===== src/rtl/sub_serial_pkg.sv =====
// rtl/sub_serial_pkg.sv - shared types and defaults for the serial subtractor
//
// Purpose: FSM state encoding and default width/digit constants used by
//          sub_16_bit_serial and its bench.
// Contents: subState (IDLE/RUN/DONE), DEFAULT_WIDTH, DEFAULT_DIGIT_W.

package sub_serial_pkg;

    localparam int DEFAULT_WIDTH   = 16;
    localparam int DEFAULT_DIGIT_W = 1;

    typedef enum logic [1:0] {
        IDLE = 2'd0,
        RUN  = 2'd1,
        DONE = 2'd2
    } subState;

endpackage


===== src/rtl/sub_digit.sv =====
// rtl/sub_digit.sv - combinational DIGIT_W-bit ripple subtractor
//
// Purpose: computes aDigit - bDigit - borrowIn for one digit using a chain of
//          full-subtractor cells.
// Ports:
//   aDigit    in  DIGIT_W  minuend digit
//   bDigit    in  DIGIT_W  subtrahend digit
//   borrowIn  in  1        borrow into the lowest bit of the digit
//   diffDigit out DIGIT_W  difference digit
//   borrowOut out 1        borrow out of the highest bit of the digit

module sub_digit #(
    parameter int DIGIT_W = 1
) (
    input  logic [DIGIT_W-1:0] aDigit,
    input  logic [DIGIT_W-1:0] bDigit,
    input  logic               borrowIn,
    output logic [DIGIT_W-1:0] diffDigit,
    output logic               borrowOut
);

    logic [DIGIT_W:0] borrowChain;

    assign borrowChain[0] = borrowIn;

    for (genvar i = 0; i < DIGIT_W; i++) begin : gCell
        // Full subtractor: borrow when a < b + borrow at this bit.
        assign diffDigit[i]     = aDigit[i] ^ bDigit[i] ^ borrowChain[i];
        assign borrowChain[i+1] = (~aDigit[i] & bDigit[i])
                                | (~(aDigit[i] ^ bDigit[i]) & borrowChain[i]);
    end

    assign borrowOut = borrowChain[DIGIT_W];

endmodule


===== src/rtl/sub_16_bit_serial.sv =====
// rtl/sub_16_bit_serial.sv - digit-serial subtractor with valid/ready handshakes
//
// Purpose: accepts one operand pair, subtracts DIGIT_W bits per clock LSB first,
//          and holds the difference, borrow-out and signed overflow until taken.
// Ports:
//   clk, rst_n         clock, asynchronous active-low reset
//   in_valid/in_ready  operand handshake (ready only in IDLE)
//   a, b, borrowIn     minuend, subtrahend, borrow into bit 0
//   out_valid/out_ready result handshake (valid held until accepted)
//   diff               a - b - borrowIn modulo 2^WIDTH
//   borrowOut          unsigned borrow out of the MSB
//   overflow           two's-complement overflow of the subtraction

module sub_16_bit_serial
    import sub_serial_pkg::*;
#(
    parameter int WIDTH   = DEFAULT_WIDTH,
    parameter int DIGIT_W = DEFAULT_DIGIT_W
) (
    input  logic             clk,
    input  logic             rst_n,
    input  logic             in_valid,
    output logic             in_ready,
    input  logic [WIDTH-1:0] a,
    input  logic [WIDTH-1:0] b,
    input  logic             borrowIn,
    output logic             out_valid,
    input  logic             out_ready,
    output logic [WIDTH-1:0] diff,
    output logic             borrowOut,
    output logic             overflow
);

    localparam int N  = WIDTH / DIGIT_W;
    localparam int CW = $clog2(N + 1);
    localparam logic [CW-1:0] LAST_DIGIT = CW'(N - 1);

    subState            state;
    subState            stateNext;
    logic [CW-1:0]      digitCount;
    logic [WIDTH-1:0]   aShift;
    logic [WIDTH-1:0]   bShift;
    logic [WIDTH-1:0]   diffShift;
    logic [WIDTH-1:0]   diffShiftNext;
    logic               borrowReg;
    logic               aMsb;
    logic               bMsb;
    logic [DIGIT_W-1:0] digitDiff;
    logic               digitBorrow;

    sub_digit #(
        .DIGIT_W(DIGIT_W)
    ) uDigit (
        .aDigit   (aShift[DIGIT_W-1:0]),
        .bDigit   (bShift[DIGIT_W-1:0]),
        .borrowIn (borrowReg),
        .diffDigit(digitDiff),
        .borrowOut(digitBorrow)
    );

    // New digit enters from the top so that after N digits the LSB digit
    // has walked down to bit 0.
    assign diffShiftNext = (diffShift >> DIGIT_W)
                         | (WIDTH'(digitDiff) << (WIDTH - DIGIT_W));

    always_ff @(posedge clk or negedge rst_n) begin
        if (!rst_n) begin
            state <= IDLE;
        end else begin
            state <= stateNext;
        end
    end

    always_comb begin
        stateNext = state;
        unique case (state)
            IDLE: if (in_valid) stateNext = RUN;
            RUN:  if (digitCount == LAST_DIGIT) stateNext = DONE;
            DONE: if (out_ready) stateNext = IDLE;
            default: stateNext = IDLE;
        endcase
    end

    always_ff @(posedge clk or negedge rst_n) begin
        if (!rst_n) begin
            digitCount <= '0;
            aShift     <= '0;
            bShift     <= '0;
            diffShift  <= '0;
            borrowReg  <= 1'b0;
            aMsb       <= 1'b0;
            bMsb       <= 1'b0;
            diff       <= '0;
            borrowOut  <= 1'b0;
            overflow   <= 1'b0;
        end else begin
            case (state)
                IDLE: begin
                    if (in_valid) begin
                        aShift     <= a;
                        bShift     <= b;
                        borrowReg  <= borrowIn;
                        digitCount <= '0;
                        aMsb       <= a[WIDTH-1];
                        bMsb       <= b[WIDTH-1];
                    end
                end
                RUN: begin
                    aShift     <= aShift >> DIGIT_W;
                    bShift     <= bShift >> DIGIT_W;
                    diffShift  <= diffShiftNext;
                    borrowReg  <= digitBorrow;
                    digitCount <= digitCount + CW'(1);
                    // Visible results only update as the last digit completes.
                    if (digitCount == LAST_DIGIT) begin
                        diff      <= diffShiftNext;
                        borrowOut <= digitBorrow;
                        overflow  <= (aMsb ^ bMsb) & (diffShiftNext[WIDTH-1] ^ aMsb);
                    end
                end
                default: ;
            endcase
        end
    end

    assign in_ready  = (state == IDLE);
    assign out_valid = (state == DONE);

endmodule


===== config.mk =====
export PLATFORM = sky130hd
export DESIGN_NAME = sub_16_bit_serial
export DESIGN_NICKNAME = d
export VERILOG_FILES = /design/src/rtl/sub_serial_pkg.sv /design/src/rtl/sub_digit.sv /design/src/rtl/sub_16_bit_serial.sv
export SDC_FILE = /design/constraint.sdc
export NUM_CORES = 1
export LEC_CHECK = 0
export BUFFER_PORTS_ARGS = -buffer_cell sky130_fd_sc_hd__buf_2
export CAP_MARGIN = 10
export CELL_PAD_IN_SITES_DETAIL_PLACEMENT = 0
export CELL_PAD_IN_SITES_GLOBAL_PLACEMENT = 1
export CORE_UTILIZATION = 39
export CTS_CLUSTER_SIZE = 10
export DETAILED_ROUTE_END_ITERATION = 6
export GPL_ROUTABILITY_DRIVEN = 0
export PLACE_DENSITY_LB_ADDON = 0.1
export SLEW_MARGIN = 20
export SYNTH_ARGS = -nofsm -noshare
export SYNTH_HDL_FRONTEND = slang
export SYNTH_SLANG_ARGS = --single-unit
export TNS_END_PERCENT = 10

===== constraint.sdc =====
create_clock -name clk -period 1.8 [get_ports clk]
set_input_delay 0.36 -clock clk [delete_from_list [all_inputs] [get_ports clk]]
set_output_delay 0.36 -clock clk [all_outputs]
set_load 0.05 [all_outputs]

==> qor.csv <==
stage,metric,value,unit
run_status,status,"finished, final reports clean",
worst_hold_path,hold_start,out_ready,
logic_synthesis,synth-edff-count,0,
cts,numClockSinks,75,
global_routing,antenna_found_initial,0,
floorplanning,io_pins,57,
timing,finalCritPeriodShare,95.4,%
global_routing,grt_max_degree,43,
detailed_routing,ant_nets,0,
timing,max_slew_margin,73.1,%
cells_and_area,mostFrequentLayoutCell,dfrtp_1,
global_routing,grt_use_total,17.2,%
cts,post_cts_buffers,0,
cts,clkLatencyLatePin,0.34,ns
detailed_routing,drt_iter0_drc,70,
cts,clock_path_buffers,2,
logic_synthesis,yosysTopAreaCell,dfrtp_1,
global_routing,grt.busiest_layer,met1,
worst_hold_path,whs_path_depth,2,
worst_setup_path,cpPeakStageDelay,0.41,ns
cells_and_area,multiInputGateArea,1380,µm²
cells_and_area,antenna_cells,0,
logic_synthesis,syn_nets,368,
timing,worstMarginPinSlew,0.403,ns
logic_synthesis,synth_top_area_share,55.5,%
worst_setup_path,path_cells,ha_2 > and3_1 > ha_1 > nand3b_2 > buf_12 > mux2_2,
logic_synthesis,yosysSeqAreaShare,55.5,%
cells_and_area,areaGrowthSynthToFinish,19.0,%
timing,clock_skew,0.00864,ns
floorplanning,start_util,40.7,%
logic_synthesis,ys_ff_latch,75,
global_routing,met2_usage,25.1,%
pwr,vdd_drop_max,729,µV
timing,setup_viol,0,
detailed_routing,drt_wl_total,7360,µm
global_routing,met1_usage,25.2,%
detailed_routing,vias,2571,
worst_setup_path,cp.arrival,1.94,ns
logic_synthesis,ys_warn_count,0,
global_routing,grt_pass1_wl,11900,µm
worst_setup_path,worstRegToRegCells,6,
cts,cts_max_level,3,
pwr,leakage,1.95,nW
cells_and_area,num-fill-cells,802,
worst_setup_path,startpoint_type,flip-flop,
timing,rsz0062_at_grt,false,
logic_synthesis,async_reset_ff_share,100,%
floorplanning,core-area,8300,µm²
floorplanning,die_area,9040,µm²
pwr,p_total,0.00661,W
detailed_routing,via_per_inst,5.18,
cts,cts-buffers-inserted,9,
floorplanning,fp.dieW,95.1,µm
placed_design,portBuffers,56,
cells_and_area,final_nets,427,
global_routing,use_met3,2.87,%
pwr,powerDensity,1640,nW/µm²
worst_hold_path,holdPathEnd,state[1],
worst_hold_path,hold_path_class,input pin to flip-flop,
cts,cts_tree,built,
worst_setup_path,worstPathRequired,2.02,ns
timing,slew_violations,0,
worst_setup_path,crit_path_end_kind,flip-flop,
detailed_routing,drc,0,
placed_design,dpl.hpwl,4810,µm
timing,fmax,0.582,GHz
logic_synthesis,synthTopCellsByArea,"dfrtp_1 (56%), a22oi_1 (6.7%), mux2_2 (6.3%)",
cts,cts_root_buf,clkbuf_8,
cts,clk_pin_slew_worst_paths,0.08,ns
cells_and_area,drive_above_1_share,28.4,%
floorplanning,dieHeight,95.1,µm
worst_setup_path,r2r_end,diff[12],
logic_synthesis,synthFlopType,dfrtp_1,
cells_and_area,register_area,1880,µm²
logic_synthesis,postSynthAreaPerCell,10.3,µm²
worst_setup_path,r2r_start,digitCount[0],
detailed_routing,wl_per_cell,14.8,µm
job,cap_violations,0,
logic_synthesis,synthesis.area,3380,µm²
timing,hold_viol,0,
worst_setup_path,crit_slowest_cell,dfrtp_1,
global_routing,grt-ovfl-total,0,
timing,post-route-min-period,1.72,ns
timing,setup-tns-final,0,ns
detailed_routing,drt_pass1_iterations,4,
cells_and_area,layout_common_cells,"dfrtp_1 (74), nand2_1 (55), buf_2 (54), o21ai_0 (35)",
worst_setup_path,cp_max_fo,21,
logic_synthesis,syn_inst,328,
worst_setup_path,reg2reg_slack,0.08,ns
floorplanning,row_count,33,
logic_synthesis,synth_cell_types,26,
global_routing,grt_pass1_vias,2378,
worst_setup_path,crit_type,flip-flop to flip-flop,
flip-flops by register name, indices dropped and copies added, names as in the netlist, 2 cells and up:
register,count
diff,16
aShift,16
bShift,16
diffShift,15
digitCount,5
state,2
routing by layer:
metal | vias up | part of all wire (%)
li1 | 1254 | -
met1 | 1248 | 49
met2 | 62 | 45
met3 | 7 | 4.6
met4 | 0 | 1.2
met5 | - | 0
report_power, final:
| group | switching, W | internal [W] | total, W |
|---|---|---|---|
| Clock | 0.000604 | 0.000523 | 0.00113 |
| Sequential | 0.000492 | 0.00238 | 0.00288 |
| Combinational | 0.00156 | 0.00104 | 0.00260 |
| Total | 0.00266 | 0.00395 | 0.00661 |
final cells by class:
class / count / share of cell area (%)
Clock buffer: 10 / 3.42
Clock inverter: 5 / 0.747
Inverter: 5 / 0.467
Multi-Input combinational cell: 225 / 34.2
Sequential cell: 75 / 46.7
Tap cell: 105 / 3.27
Timing Repair Buffer: 71 / 11.2
worst max path at each step:
stage / startpoint / endpoint / depth (start not counted)
floorplan: digitCount[0] / diff[10] / 6
finish: digitCount[0] / diff[12] / 6
global placement: digitCount[0] / diff[6] / 6
detailed placement: digitCount[0] / diff[9] / 6
global route: digitCount[0] / diff[12] / 6
CTS: state[0] / in_ready / 3
Yosys cell counts (all sizes together) (2+ instances only):
| master | number |
|---|---|
| nand2 | 55 |
| buf | 17 |
| o21ai | 38 |
| inv | 5 |
| a22o | 2 |
| dfrtp | 75 |
| a2bb2oi | 3 |
| ha | 2 |
| nand3 | 2 |
| mux2 | 19 |
| nor2 | 3 |
| nor2b | 32 |
| clkbuf | 6 |
| a21oi | 30 |
| nand2b | 2 |
| a22oi | 30 |
worst max-delay path: cells and delay by family, from the launching register on:
| kind | cells | cell delay, ns |
|---|---|---|
| adders and majority gates | 2 | 0.40 |
| and+or+nand+nor | 2 | 0.27 |
| muxes | 1 | 0.34 |
| buffers and inverters | 1 | 0.16 |
| DFF | 1 | 0.41 |
stage by stage:
step | area [µm²] | instances | hold WS [ns] | util [%] | setup slack [ns]
6_report | 4020 | 496 | 0.209 | 48.5 | 0.0822
4_1_cts | 4020 | 496 | 0.197 | 48.4 | 0.0229
5_1_grt | 4020 | 496 | 0.198 | 48.5 | 0.0138
3_5_place_dp | 3840 | 480 | 0.324 | 46.3 | 0.0663
3_3_place_gp | 3840 | 480 | 0.323 | 46.3 | 0.0892
2_1_floorplan | 3380 | 328 | 0.0644 | - | 0.137
repair_timing:
action	4_1_cts	5_1_grt
gates resized for setup	1	2
hold buffers	1	0
endpoints found under the setup margin	1	15
pin swaps	0	0
endpoints found under the hold margin	27	0
cell families after synthesis:
| logic type | count (synthesis) | synth area share (%) |
|---|---|---|
| AOI/OAI and AO/OA | 105 | 18.6 |
| adders and majority gates | 3 | 1.33 |
| buffers and inverters | 28 | 4.22 |
| DFF | 75 | 55.5 |
| muxes | 19 | 6.33 |
| and+or+nand+nor | 98 | 14.0 |
No activity file was read; power rests on OpenSTA's default activity.
